`config.mk`:
```
export PLATFORM = sky130hd
export DESIGN_NAME = bus_dma_master_flat
export DESIGN_NICKNAME = d
export VERILOG_FILES = /design/src/rtl/bus_dma_master_if.sv /design/src/rtl/bus_dma_master.sv /design/src/flat_wrapper.sv
export SDC_FILE = /design/constraint.sdc
export NUM_CORES = 1
export LEC_CHECK = 0
export BUFFER_PORTS_ARGS = -buffer_cell sky130_fd_sc_hd__buf_2
export CORE_MARGIN = 8
export CORE_UTILIZATION = 35
export DETAILED_ROUTE_END_ITERATION = 12
export PLACE_DENSITY = 0.57
export SLEW_MARGIN = 30
export SYNTH_ARGS = -nofsm -noshare
export SYNTH_HDL_FRONTEND = slang
export SYNTH_SLANG_ARGS = --single-unit
```
`constraint.sdc`:
```
create_clock -name clk -period 3.5 [get_ports clk]
set_input_delay 0.175 -clock clk [delete_from_list [all_inputs] [get_ports clk]]
set_output_delay 0.175 -clock clk [all_outputs]
set_load 0.05 [all_outputs]
```
`src/rtl/bus_dma_master_if.sv`:
```
// Master-side bus bundle for bus_dma_master: request/grant handshake plus address and data paths.
interface bus_dma_master_if #(
   parameter int DATA_W = 64,
   parameter int ADDR_W = 16
);
   logic              m_req;
   logic              m_wr;
   logic [ADDR_W-1:0] m_addr;
   logic [DATA_W-1:0] m_dout;
   logic              m_grant;
   logic [DATA_W-1:0] m_din;

   modport master (output m_req, m_wr, m_addr, m_dout, input  m_grant, m_din);
   modport slave  (input  m_req, m_wr, m_addr, m_dout, output m_grant, m_din);
endinterface

```
`src/rtl/bus_dma_master.sv`:
```
// Word-copy DMA initiator: reads LEN words from src, writes them to dst, one read/write pair per word.
// Optional start-time range rejection is compiled in with `define DMA_RANGE_CHK_EN.
module bus_dma_master #(
   parameter int DATA_W = 64,
   parameter int ADDR_W = 16,
   parameter int LEN_W  = 8
) (
   input  logic               clk,
   input  logic               reset_n,
   input  logic               start,
   input  logic [ADDR_W-1:0]  src_addr,
   input  logic [ADDR_W-1:0]  dst_addr,
   input  logic [LEN_W-1:0]   len,
   bus_dma_master_if.master   bus,
   output logic               busy,
   output logic               done,
   output logic               err
);
   typedef enum logic [2:0] {S_IDLE, S_REQ, S_RD_A, S_RD_D, S_WR, S_FIN} state_t;

   localparam logic [ADDR_W-1:0] ADDR_ONE = 1;
   localparam logic [LEN_W-1:0]  LEN_ONE  = 1;

   state_t            state_q, state_d;
   logic [ADDR_W-1:0] src_q, src_d;
   logic [ADDR_W-1:0] dst_q, dst_d;
   logic [LEN_W-1:0]  cnt_q, cnt_d;
   logic [DATA_W-1:0] buf_q, buf_d;
   logic              reject;

`ifdef DMA_RANGE_CHK_EN
   localparam logic [ADDR_W:0] EXT_ONE = 1;
   logic [ADDR_W:0] src_end, dst_end;
   logic            err_q;

   // Last word address computed one bit wider; a set MSB means the range runs past the top.
   assign src_end = {1'b0, src_addr} + (ADDR_W+1)'(len) - EXT_ONE;
   assign dst_end = {1'b0, dst_addr} + (ADDR_W+1)'(len) - EXT_ONE;
   assign reject  = src_end[ADDR_W] | dst_end[ADDR_W];

   always_ff @(posedge clk or negedge reset_n) begin
      if (!reset_n) err_q <= 1'b0;
      else          err_q <= (state_q == S_IDLE) && start && (len != '0) && reject;
   end
   assign err = err_q;
`else
   assign reject = 1'b0;
   assign err    = 1'b0;
`endif

   always_ff @(posedge clk or negedge reset_n) begin
      if (!reset_n) begin
         state_q <= S_IDLE;
         src_q   <= '0;
         dst_q   <= '0;
         cnt_q   <= '0;
         buf_q   <= '0;
      end else begin
         state_q <= state_d;
         src_q   <= src_d;
         dst_q   <= dst_d;
         cnt_q   <= cnt_d;
         buf_q   <= buf_d;
      end
   end

   always_comb begin
      state_d = state_q;
      src_d   = src_q;
      dst_d   = dst_q;
      cnt_d   = cnt_q;
      buf_d   = buf_q;
      case (state_q)
         S_IDLE: begin
            if (start) begin
               if (len == '0) begin
                  state_d = S_FIN;
               end else if (!reject) begin
                  src_d   = src_addr;
                  dst_d   = dst_addr;
                  cnt_d   = len;
                  state_d = S_REQ;
               end
            end
         end
         S_REQ:  if (bus.m_grant) state_d = S_RD_A;
         S_RD_A: if (bus.m_grant) state_d = S_RD_D;
         S_RD_D: begin
            buf_d   = bus.m_din;
            state_d = S_WR;
         end
         // A stalled write leaves pointers and count untouched so the word is retried verbatim.
         S_WR: begin
            if (bus.m_grant) begin
               src_d   = src_q + ADDR_ONE;
               dst_d   = dst_q + ADDR_ONE;
               cnt_d   = cnt_q - LEN_ONE;
               state_d = (cnt_q == LEN_ONE) ? S_FIN : S_RD_A;
            end
         end
         S_FIN:   state_d = S_IDLE;
         default: state_d = S_IDLE;
      endcase
   end

   always_comb begin
      bus.m_req  = 1'b0;
      bus.m_wr   = 1'b0;
      bus.m_addr = '0;
      bus.m_dout = '0;
      busy       = (state_q != S_IDLE);
      done       = (state_q == S_FIN);
      case (state_q)
         S_REQ: bus.m_req = 1'b1;
         S_RD_A, S_RD_D: begin
            bus.m_req  = 1'b1;
            bus.m_addr = src_q;
         end
         S_WR: begin
            bus.m_req  = 1'b1;
            bus.m_wr   = 1'b1;
            bus.m_addr = dst_q;
            bus.m_dout = buf_q;
         end
         default: ;
      endcase
   end
endmodule

```
`src/flat_wrapper.sv`:
```
// flat-port wrapper written by rule: the top's interface ports become plain ports
module bus_dma_master_flat 
#(
   parameter int DATA_W = 64,
   parameter int ADDR_W = 16,
   parameter int LEN_W  = 8
)
  (clk, reset_n, start, src_addr, dst_addr, len, busy, done, err, bus_m_req, bus_m_wr, bus_m_addr, bus_m_dout, bus_m_grant, bus_m_din);
  bus_dma_master_if #(.DATA_W(DATA_W), .ADDR_W(ADDR_W)) bus_i ();
  input  logic clk;
  input  logic reset_n;
  input  logic start;
  input  logic [ADDR_W-1:0] src_addr;
  input  logic [ADDR_W-1:0] dst_addr;
  input  logic [LEN_W-1:0] len;
  output logic busy;
  output logic done;
  output logic err;
  output wire logic [$bits(bus_i.m_req)-1:0] bus_m_req;
  output wire logic [$bits(bus_i.m_wr)-1:0] bus_m_wr;
  output wire logic [$bits(bus_i.m_addr)-1:0] bus_m_addr;
  output wire logic [$bits(bus_i.m_dout)-1:0] bus_m_dout;
  input wire logic [$bits(bus_i.m_grant)-1:0] bus_m_grant;
  input wire logic [$bits(bus_i.m_din)-1:0] bus_m_din;
  assign bus_m_req = bus_i.m_req;
  assign bus_m_wr = bus_i.m_wr;
  assign bus_m_addr = bus_i.m_addr;
  assign bus_m_dout = bus_i.m_dout;
  assign bus_i.m_grant = bus_m_grant;
  assign bus_i.m_din = bus_m_din;
  bus_dma_master #(.DATA_W(DATA_W), .ADDR_W(ADDR_W), .LEN_W(LEN_W)) u_core (.clk(clk), .reset_n(reset_n), .start(start), .src_addr(src_addr), .dst_addr(dst_addr), .len(len), .bus(bus_i), .busy(busy), .done(done), .err(err));
endmodule
```
# [Word level (Yosys, flattened, before mapping)]
# Cells that the tools add are included.
[totals] ff_bits=107 latch_bits=0 ram_bits=0 romBits=0 input_bits=108 output_inout_bits=85 elab_cells=50 n_memories=0
[op_classes] n_addsub=3 multipliers=0 div_mod_pow=0 order_cmp=0 eq_ne=11 shifts=0 muxes=23 bitwise=0 reduce_logical=8
[op_table] cell="two-way mux 16 bit" count=6
[op_table] cell="case mux 16 bit (2 select lines)" count=3
[op_table] cell="two-way mux 64 bit" count=1
[op_table] cell="adder 16 x 1 -> 16 bit, second input constant" count=2
[op_table] cell="two-way mux 8 bit" count=3
[op_table] cell="two-way mux 3 bit" count=6
[op_table] cell="case mux 8 bit (2 select lines)" count=1
[op_table] cell="case mux 3 bit (5 select lines)" count=1
[op_table] cell="inequality test 2 bit, second input constant" count=5
[op_table] cell="equality test 8 x 1 -> 1 bit, second input constant" count=1
[op_table] cell="zero test 8 bit" count=1
[op_table] cell="AND reduction 4 bit" count=2
[op_table] cell="subtractor 8 x 1 -> 8 bit, second input constant" count=1
[op_table] cell="equality test 3 x 2 -> 1 bit, second input constant" count=2
[op_table] cell="equality test 3 bit, second input constant" count=2
[op_table] cell="OR reduction 4 bit" count=1
[op_table] cell="equality test 3 x 1 -> 1 bit, second input constant" count=1
[op_table] cell="zero test 3 bit" count=1
[op_table] cell="nonzero test 3 bit" count=1
[op_table] cell="two-way mux 1 bit" count=2
[op_table] cell="nonzero test 2 bit" count=1
[op_table] cell="OR reduction 2 bit" count=1

# [Longest topological paths before layout]
# Gate-level depths: netlist (run 1).
[logic_depth] ltp_word=4 depth_mapped=9 ltp_nobuf=5

# [Worst setup path after synthesis (run 1)]
# OpenSTA, ideal clock, no wires.
[synth_timing] path_kind="register to output" from="register u_core.state_q[1]" to="output bus_m_dout[54]" arrival_time_ns=2.153 required_ns=3.325 setup_slack_ns=1.172 path_stages_with_launch=7 path_buffers=3 path_cell_list="dfrtp_1 -> buf_6 -> or3b_1 -> buf_6 -> inv_6 -> clkbuf_1 -> and2_1"
[synth_between] elab_chain_cells=2
[synth_rtl] element="start: declaration" line="bus_dma_master.sv:24" text="state_t state_q, state_d;"
[synth_rtl] element="start signal: assignment" line="bus_dma_master.sv:59" text="state_q <= state_d;"
[synth_rtl] element="equality test 3 bit" line="bus_dma_master.sv:113" text="case (state_q)"
[synth_rtl] element="two-way mux 64 bit" line="bus_dma_master.sv:113"
[synth_rtl] element="end: declaration" line="flat_wrapper.sv:22" text="output wire logic [$bits(bus_i.m_dout)-1:0] bus_m_dout;"
# No other way between the ends.

# [Worst setup path in the final report (run 1)]
[layout_timing] from="register u_core.state_q[0]" to="output bus_m_dout[28]"
# Same word-level chain as after synthesis.

==> results of run 1 <==
## stage by stage
step / util [%] / total power [mW] / hold WS (ns) / worst slack [ns] / instance area [um2]
after floorplan: - / 5.08 / -0.121 / 1.17 / 5910
after global placement: 41.9 / 5.77 / 0.272 / 1.12 / 6920
after detailed placement: 41.9 / 5.87 / 0.276 / 1.05 / 6920
after CTS: 43.7 / 6.90 / 0.0220 / 0.785 / 7210
after global routing: 43.7 / 7.29 / 0.0215 / 0.618 / 7210
final: 43.7 / 6.87 / 0.0360 / 0.783 / 7210
## power by group through the flow
stage          Clock [mW]  Sequential [mW]  Combinational [mW]
2_1_floorplan           0             2.18                2.90
3_3_place_gp            0             2.40                3.37
3_5_place_dp            0             2.44                3.43
4_1_cts              1.04             2.42                3.44
5_1_grt              1.08             2.52                3.69
6_report             1.01             2.44                3.42
## cell type report
cell class	count	area, um2	area share (%)
inverter	7	31.3	0.434
clock inverter	6	56.3	0.780
multi-input combinational	400	2910	40.3
clock buffer	9	225	3.12
tap	220	275	3.82
sequential	107	2680	37.1
timing repair buffer	200	1040	14.4
## cells in the mapped netlist, types with 15 or more instances
cell type	number	share of area, %
dfrtp_1	107	45
clkbuf_1	21	1.3
a22o_1	17	2.5
and2_1	65	6.9
buf_2	18	1.5
mux2_2	66	13
a2bb2oi_1	21	3.1
nand2_1	27	1.7
o22ai_1	18	1.9
nand3_1	21	1.8
a21oi_1	23	1.9
o21ai_0	16	1.4
nor2_1	15	0.95
## per-layer routing
| metal | share of wire, % | up-vias |
|---|---|---|
| met5 | 0.30 | - |
| met4 | 2.2 | 10 |
| met3 | 13 | 47 |
| met2 | 43 | 294 |
| met1 | 41 | 2515 |
| li1 | - | 2411 |
## worst register-to-register path: stages (launching register included)
cell,delay (ns)
dfrtp_1,0.49
nor2_2,0.27
nand3_1,0.56
nand2_2,0.80
a22oi_1,0.20
## placed cells by master, fill, tap and decap left out, types with 6 or more instances in the layout
master and count:
buf_4 8, a2bb2oi_1 21, and2_1 65, nand4_1 14, dfrtp_1 107, nor4_1 7, buf_2 190, a22oi_1 13
inv_1 6, nand2_1 26, a22o_1 17, a31oi_1 6, mux2_2 66, and3_1 13, nor2_1 15, o22ai_1 18
o21ai_0 16, nand3_1 21, clkbuf_16 9, a21oi_1 23
## kinds of logic (layout without fill, tap and decap cells)
group           count (synthesis)  count (layout)  share of synthesized area (%)
compound gates                143             143                           17.6
mux                            70              70                           13.3
xor+xnor                        1               1                          0.148
buf+inv                        59             222                           5.49
simple gates                  181             181                           17.3
other cells                     1               1                         0.0635
flops                         107             107                           45.3
fa+ha+maj                       4               4                          0.847
## final timing paths
kind	startpoint	to	slack (ns)	depth (start not counted)
setup / recovery	u_core.state_q[0]	bus_m_dout[28]	0.78	4
hold / removal	bus_m_din[45]	u_core.buf_q[45]	0.04	2
setup reg to reg	u_core.state_q[0]	u_core.src_q[11]	1.02	4
hold reg to reg	u_core.buf_q[8]	u_core.buf_q[8]	0.50	1
max in group asynchronous	reset_n	u_core.buf_q[4]	2.34	3
min in group asynchronous	reset_n	u_core.src_q[12]	0.41	2
## flip-flops by register name (all words and copies together), names as in the netlist
name            cells
u_core.buf_q       64
u_core.cnt_q        8
u_core.dst_q       16
u_core.src_q       16
u_core.state_q      3
==> flow_metrics.env, run 1 <==
export IMPL_run_status="finished clean"
export IMPL_setup_violations=0
export IMPL_fillers=1626
export IMPL_p_int_mw=3.67
export IMPL_numCtsBuffers=9
export IMPL_p_seq_share_pct=35.5
export IMPL_crit_type="reg -> out"
export IMPL_p_sw_mw=3.20
export IMPL_grt_util_all_layers_pct=17.0
export IMPL_syn_nets=678
export IMPL_cp_arrival_ns=2.54
export IMPL_fin_nets=837
export IMPL_grt_setup_unrepaired="false"
export IMPL_start_util_pct=35.7
export IMPL_use_met3_pct=9.55
export IMPL_die_height_um=146
export IMPL_antenna_found_initial=5
export IMPL_post_drt_wl_per_cell_um=19.4
export IMPL_grt_pass1_wl_mm=29.2
export IMPL_fmax_ghz=0.368
export IMPL_hold_viol_final=0
export IMPL_root_buffer="clkbuf_16"
export IMPL_io_buffers=191
export IMPL_cts_sinks=107
export IMPL_antenna_cells=0
export IMPL_crit_family="buffers and inverters"
export IMPL_instances_no_fill=949
export IMPL_gp_congestion=0.860
export IMPL_p_leak_nw=3.43
export IMPL_path_cells="or3b_1 -> inv_6 -> and2_1 -> buf_2"
export IMPL_design_core_area_um2=16500
export IMPL_ys_flop_type="dfrtp_1"
export IMPL_drc=0
export IMPL_relSlewSlack_pct=42.6
export IMPL_vias_per_cell=5.56
export IMPL_crit_path_end_kind="primary output"
export IMPL_syn_area_um2=5910
export IMPL_postCtsSetupBuffers=0
export IMPL_io_pins=193
export IMPL_grt_overflow=0
export IMPL_grt_start_max_net_pins=135
export IMPL_dieArea_um2=21300
export IMPL_dp_hpwl_mm=13.0
export IMPL_timing_setup_tns_ns=0
export IMPL_drv_slew=0
export IMPL_syn_inst=566
export IMPL_async_flop_share_pct=100
export IMPL_switching_share_pct=46.6
export IMPL_cp_required_ns=3.32
export IMPL_cts_resized=0
export IMPL_ys_ff_latch=107
export IMPL_max_stage_delay_ns=0.59
export IMPL_ant_nets=0
export IMPL_dieWidth_um=146
export IMPL_vias=5277
export IMPL_finalCritPeriodShare_pct=77.6
export IMPL_critPathSlowestCell="inv_6"
export IMPL_clk_insertion_delay_late_ns=0.36
export IMPL_ys_warnings_count=0
export IMPL_cts_max_path_buffers=2
export IMPL_use_met2_pct=25.1
export IMPL_path_max_fanout=134
export IMPL_grt_use_met1_pct=20.1
export IMPL_critPathLaunchType="flop"
export IMPL_ir_worst_vdd_mv=0.488
export IMPL_cts_clk_slew_worst_paths_ns=0.08
export IMPL_finalWirelength_mm=18.5
export IMPL_period_needed_ns=2.72
export IMPL_pwr_density_cell_nw_per_um2=952
export IMPL_drt_initial_drc_count=307
export IMPL_yosysUniqueCellTypes=57
export IMPL_grt_pass1_vias=5452
export IMPL_rows=47
export IMPL_worstMarginPinSlew_ns=0.861
export IMPL_area_growth_pct=22.1
export IMPL_hp_class="in -> reg"
export IMPL_drive_above_1_share_pct=39.9
export IMPL_yosysSeqAreaShare_pct=45.3
export IMPL_combPwrFrac_pct=49.8
export IMPL_p_clk_share_pct=14.7
export IMPL_drtPass1Iterations=6
export IMPL_post_synth_cell_area_avg_um2=10.4
export IMPL_cts_max_level=3
export IMPL_postCtsHoldBufs=1
export IMPL_grt_busiest_layer="met2"
export IMPL_synth_edf_count=0
export IMPL_dp_cells=933
export IMPL_cts_tree="built"
export IMPL_cp_num_buf_inv=2
export IMPL_drv_cap=0
export IMPL_worst_clock_skew_ns=0.0114
(Power assumes the default switching activity.)
==> run 2: changes to the inputs <==
clock period = 2.6 ns   (was 3.5 ns; I/O delays follow)
==> flow_metrics.env, run 2 (synthesis results as in run 1) <==
export IMPL_run_status="finished clean"
export IMPL_reg2reg_depth=6
export IMPL_cts_max_level=3
export IMPL_crit_family="buffers and inverters"
export IMPL_dp_hpwl_mm=13.5
export IMPL_p_clk_share_pct=14.1
export IMPL_clk_insertion_delay_late_ns=0.35
export IMPL_grt_setup_unrepaired="false"
export IMPL_final_common_cell="buf_2"
export IMPL_crit_end="bus_m_dout[18]"
export IMPL_ir_worst_vdd_mv=0.616
export IMPL_setup_violations=0
export IMPL_cp_num_buf_inv=3
export IMPL_cp_startpoint="u_core.state_q[1]"
export IMPL_combPwrFrac_pct=51.4
export IMPL_path_cells="or3b_1 -> inv_6 -> buf_12 -> and2_1 -> buf_2"
export IMPL_die_height_um=146
export IMPL_start_util_pct=35.7
export IMPL_cts_sinks=107
export IMPL_antenna_cells=0
export IMPL_top_regs="u_core.buf_q: 64 flops, u_core.dst_q: 16 flops, u_core.src_q: 16 flops"
export IMPL_drv_slew=0
export IMPL_cts_max_path_buffers=2
export IMPL_design_core_area_um2=16500
export IMPL_drtPass1Iterations=5
export IMPL_largest_register_ffs=64
export IMPL_cp_depth=5
export IMPL_ant_nets=0
export IMPL_root_buffer="clkbuf_16"
export IMPL_cp_arrival_ns=2.34
export IMPL_cts_clk_slew_worst_paths_ns=0.08
export IMPL_drv_cap=0
export IMPL_grt_util_all_layers_pct=17.8
export IMPL_rows=47
export IMPL_antenna_found_initial=2
export IMPL_regToRegSetupSlack_ns=0.44
export IMPL_cts_tree="built"
export IMPL_finalWirelength_mm=19.1
export IMPL_worst_clock_skew_ns=0.00949
export IMPL_dp_slack_ns=0.452
export IMPL_period_needed_ns=2.47
export IMPL_vias_per_cell=5.37
export IMPL_top_register="u_core.buf_q"
export IMPL_grt_pass1_vias=5749
export IMPL_area_growth_pct=34.3
export IMPL_critPathSlowestCell="or3b_1"
export IMPL_cp_required_ns=2.47
export IMPL_p_seq_share_pct=34.4
export IMPL_max_stage_delay_ns=0.50
export IMPL_p_int_mw=5.16
export IMPL_io_buffers=191
export IMPL_p_sw_mw=4.37
export IMPL_fmax_ghz=0.404
export IMPL_drt_initial_drc_count=289
export IMPL_grt_pass1_wl_mm=31.0
export IMPL_vias=5432
export IMPL_p_leak_nw=3.73
export IMPL_path_max_fanout=58
export IMPL_post_drt_wl_per_cell_um=18.8
export IMPL_io_pins=193
export IMPL_crit_path_end_kind="primary output"
export IMPL_cts_resized=0
export IMPL_numCtsBuffers=9
export IMPL_drive_above_1_share_pct=37.6
export IMPL_hp_class="in -> reg"
export IMPL_drc=0
export IMPL_pwr_density_cell_nw_per_um2=1200
export IMPL_power_mw=9.52
export IMPL_grt_start_max_net_pins=59
export IMPL_switching_share_pct=45.8
export IMPL_fin_nets=900
export IMPL_hold_viol_final=0
export IMPL_r2r_end="u_core.src_q[14]"
export IMPL_gp_congestion=0.846
export IMPL_timing_setup_tns_ns=0
export IMPL_finalCritPeriodShare_pct=95.2
export IMPL_worstMarginPinSlew_ns=0.743
export IMPL_dieArea_um2=21300
export IMPL_grt_overflow=0
export IMPL_setup_ws_ns=0.126
export IMPL_mostFrequentLayoutCells="189 x buf_2, 107 x dfrtp_1, 66 x mux2_2"
export IMPL_r2r_start="u_core.state_q[1]"
export IMPL_relSlewSlack_pct=50.5
export IMPL_crit_type="reg -> out"
export IMPL_dieWidth_um=146
export IMPL_critPathLaunchType="flop"
-- run 2: worst register-to-register path: cells and delay by family, from the launching register on --
family / cells / cell delay (ns)
and+or+nand+nor: 2 / 0.67
DFF: 1 / 0.48
buffers and inverters: 2 / 0.53
AOI/OAI and AO/OA: 2 / 0.37
-- run 2: cell type report --
type | instances | area [um2]
fill | 1515 | 8590
multi-input combinational | 400 | 2910
sequential | 107 | 2680
timing repair buffer | 263 | 1760
tap | 220 | 275
clock buffer | 9 | 225
clock inverter | 6 | 57.6
inverter | 7 | 31.3
-- run 2: layer usage --
layer | routed length (um) | global-route usage [%] | up-vias
met1 | 8020 | 22.0 | 2586
met4 | 277 | 5.21 | 4
li1 | - | - | 2531
met2 | 8540 | 27.3 | 289
met3 | 2210 | 8.02 | 22
met5 | 22 | 0 | -
-- run 2: power by group through the flow --
stage               sequential [mW]  combinational (mW)  clock (mW)
CTS                            3.25                4.91        1.41
finish                         3.28                4.90        1.35
global placement               3.23                4.75           0
detailed placement             3.27                4.84           0
floorplan                      2.93                3.90           0
global route                   3.40                5.27        1.46
-- run 2: stage by stage --
step	hold slack [ns]	instance area, um2	cells	utilization, %
detailed placement	0.222	7080	940	42.8
floorplan	-0.166	5910	566	-
global placement	0.217	7080	940	42.8
CTS	0.000187	7900	1009	47.8
global route	0.00580	7930	1012	48.0
finish	0.0181	7930	1012	48.0
-- run 2: worst min path at each step --
stage,depth (start not counted),slack [ns],endpoint,startpoint
2_1_floorplan,0,-0.17,u_core.buf_q[0],reset_n
3_3_place_gp,1,0.22,u_core.cnt_q[2],reset_n
3_5_place_dp,1,0.22,u_core.cnt_q[2],reset_n
4_1_cts,2,0.0002,u_core.buf_q[53],bus_m_din[53]
5_1_grt,2,0.006,u_core.buf_q[53],bus_m_din[53]
6_report,2,0.02,u_core.buf_q[10],bus_m_din[10]
-- run 2: what timing repair did --
action                    4_1_cts  5_1_grt
hold buffers                   54        3
hold endpoints to repair      106        3
buffers inserted                0        0
==> run 3: changes to the inputs <==
--- a/config.mk
+++ b/config.mk
@@ -7,5 +7,5 @@
 export LEC_CHECK = 0
 export BUFFER_PORTS_ARGS = -buffer_cell sky130_fd_sc_hd__buf_2
-export CORE_MARGIN = 8
+export CORE_MARGIN = 4
 export CORE_UTILIZATION = 35
 export DETAILED_ROUTE_END_ITERATION = 12
==> constraint.sdc (replaced) <==
create_clock -name clk -period 2.6 [get_ports clk]
set_input_delay 0.13 -clock clk [delete_from_list [all_inputs] [get_ports clk]]
set_output_delay 0.13 -clock clk [all_outputs]
set_load 0.01 [all_outputs]
==> flow_metrics.env, run 3 (synthesis results as in run 1) <==
export IMPL_cts_clk_slew_worst_paths_ns=0.09
export IMPL_largest_register_ffs=64
export IMPL_root_buffer="clkbuf_16"
export IMPL_postPlaceCellArea_um2=6970
export IMPL_top_regs="u_core.buf_q: 64 flops, u_core.dst_q: 16 flops, u_core.src_q: 16 flops"
export IMPL_grt_overflow=0
export IMPL_grt_pass1_wl_mm=29.0
export IMPL_dieWidth_um=138
export IMPL_antenna_found_initial=1
export IMPL_run_status="finished clean"
export IMPL_use_met2_pct=30.6
export IMPL_dp_hpwl_mm=12.6
export IMPL_rows=47
export IMPL_fin_util_pct=47.6
export IMPL_instances_no_fill=1015
export IMPL_crit_type="reg -> out"
export IMPL_cts_sinks=107
export IMPL_cp_arrival_ns=2.29
export IMPL_vias_per_cell=5.32
export IMPL_area_growth_pct=33.6
export IMPL_worst_clock_skew_ns=0.0124
export IMPL_use_met3_pct=7.15
export IMPL_whs_path_depth=2
export IMPL_mostFrequentLayoutCells="190 x buf_2, 107 x dfrtp_1, 66 x mux2_2"
export IMPL_worstMarginPinSlew_ns=0.532
export IMPL_numCtsBuffers=9
export IMPL_grt_util_all_layers_pct=19.3
export IMPL_setup_ws_ns=0.180
export IMPL_pwr_density_cell_nw_per_um2=1070
export IMPL_drtPass1Iterations=5
export IMPL_drt_initial_drc_count=244
export IMPL_drc=0
export IMPL_critPathLaunchType="flop"
export IMPL_setup_violations=0
export IMPL_regToRegSetupSlack_ns=0.59
export IMPL_hp_class="in -> reg"
export IMPL_io_buffers=191
export IMPL_gp_congestion=0.878
export IMPL_dp_slack_ns=0.575
export IMPL_path_max_fanout=42
export IMPL_start_util_pct=35.6
export IMPL_grt_start_max_net_pins=73
export IMPL_ant_nets=0
export IMPL_crit_path_end_kind="primary output"
export IMPL_grt_setup_unrepaired="false"
export IMPL_drive_above_1_share_pct=37.4
export IMPL_cts_max_path_buffers=2
export IMPL_reg2reg_depth=6
export IMPL_grt_busiest_layer="met2"
export IMPL_drv_slew=0
export IMPL_ir_worst_vdd_mv=0.452
export IMPL_r2r_end="u_core.dst_q[7]"
export IMPL_grt_use_met1_pct=24.9
export IMPL_io_pins=193
export IMPL_post_drt_wl_per_cell_um=18.1
export IMPL_p_leak_nw=3.72
export IMPL_fin_nets=902
export IMPL_relSlewSlack_pct=64.5
export IMPL_top_register="u_core.buf_q"
export IMPL_die_height_um=138
export IMPL_vias=5400
export IMPL_antenna_cells=0
export IMPL_hp_start="bus_m_din[25]"
export IMPL_drv_cap=0
export IMPL_grt_pass1_vias=5622
export IMPL_cts_tree="built"
export IMPL_dieArea_um2=19000
export IMPL_period_needed_ns=2.42
export IMPL_fillers=1579
export IMPL_clk_insertion_delay_late_ns=0.36
export IMPL_hold_viol_final=0
export IMPL_dp_cells=938
export IMPL_finalWirelength_mm=18.4
export IMPL_min_to="u_core.buf_q[25]"
export IMPL_r2r_start="u_core.state_q[0]"
export IMPL_timing_setup_tns_ns=0
export IMPL_design_core_area_um2=16600
export IMPL_design_area_um2=7890
export IMPL_final_common_cell="buf_2"
export IMPL_finalCritPeriodShare_pct=93.1
export IMPL_cts_resized=0
export IMPL_fmax_ghz=0.413
export IMPL_cp_required_ns=2.47
export IMPL_cts_max_level=3
==> run 3: cell types whose count changed in the layout (fill, tap and decap cells not counted) <==
cell	before	now
dlygate4sd3_1	57	61
buf_4	8	12
buf_2	189	190
clkbuf_8	0	1
buf_12	9	2
inv_6	3	4
clkinv_8	0	2
clkinv_4	2	1
inv_8	2	0
==> run 3: worst max path at each step <==
stage | slack [ns] | depth (start not counted) | from | end
2_1_floorplan | 0.89 | 7 | u_core.state_q[1] | bus_m_dout[10]
3_3_place_gp | 0.64 | 6 | u_core.state_q[1] | u_core.cnt_q[2]
3_5_place_dp | 0.58 | 5 | u_core.state_q[0] | bus_m_dout[21]
4_1_cts | 0.18 | 5 | u_core.state_q[0] | bus_m_dout[21]
5_1_grt | 0.05 | 5 | u_core.state_q[2] | bus_m_dout[16]
6_report | 0.18 | 5 | u_core.state_q[0] | bus_m_dout[61]
==> run 3: per-layer routing <==
layer / vias up / wire length (um)
met1: 2586 / 7980
met2: 250 / 8380
met5: - / 13
li1: 2536 / -
met4: 2 / 297
met3: 26 / 1740
==> run 3: final cells by class <==
class	instances	area, um2	area share, %
clock buffer	10	239	3.03
inverter	7	31.3	0.396
tap	220	275	3.49
timing repair buffer	265	1690	21.4
sequential	107	2680	33.9
clock inverter	6	67.6	0.856
multi-input combinational	400	2910	36.9
==> run 3: power by group <==
part           switching, mW  leakage [nW]  internal [mW]
Combinational           1.85          2.33           1.85
Clock                  0.735         0.150          0.708
Sequential             0.778          1.24           2.52
==> run 3: stage by stage <==
step                      power [mW]  hold slack, ns
after floorplan                 5.82          -0.166
after global placement          6.79           0.141
after detailed placement        6.92           0.143
after CTS                       8.45        0.000611
after global routing            9.03         0.00654
final                           8.43         0.00930
==> run 3: timing repair <==
action	CTS	global route
hold endpoints to repair	93	2
hold buffers	59	2
setup buffers	0	0
==> run 3: critical path, cell delays in order (launching register included) <==
cell	delay, ns
dfrtp_1	0.49
or3b_1	0.47
inv_6	0.29
buf_4	0.33
and2_1	0.19
buf_2	0.13
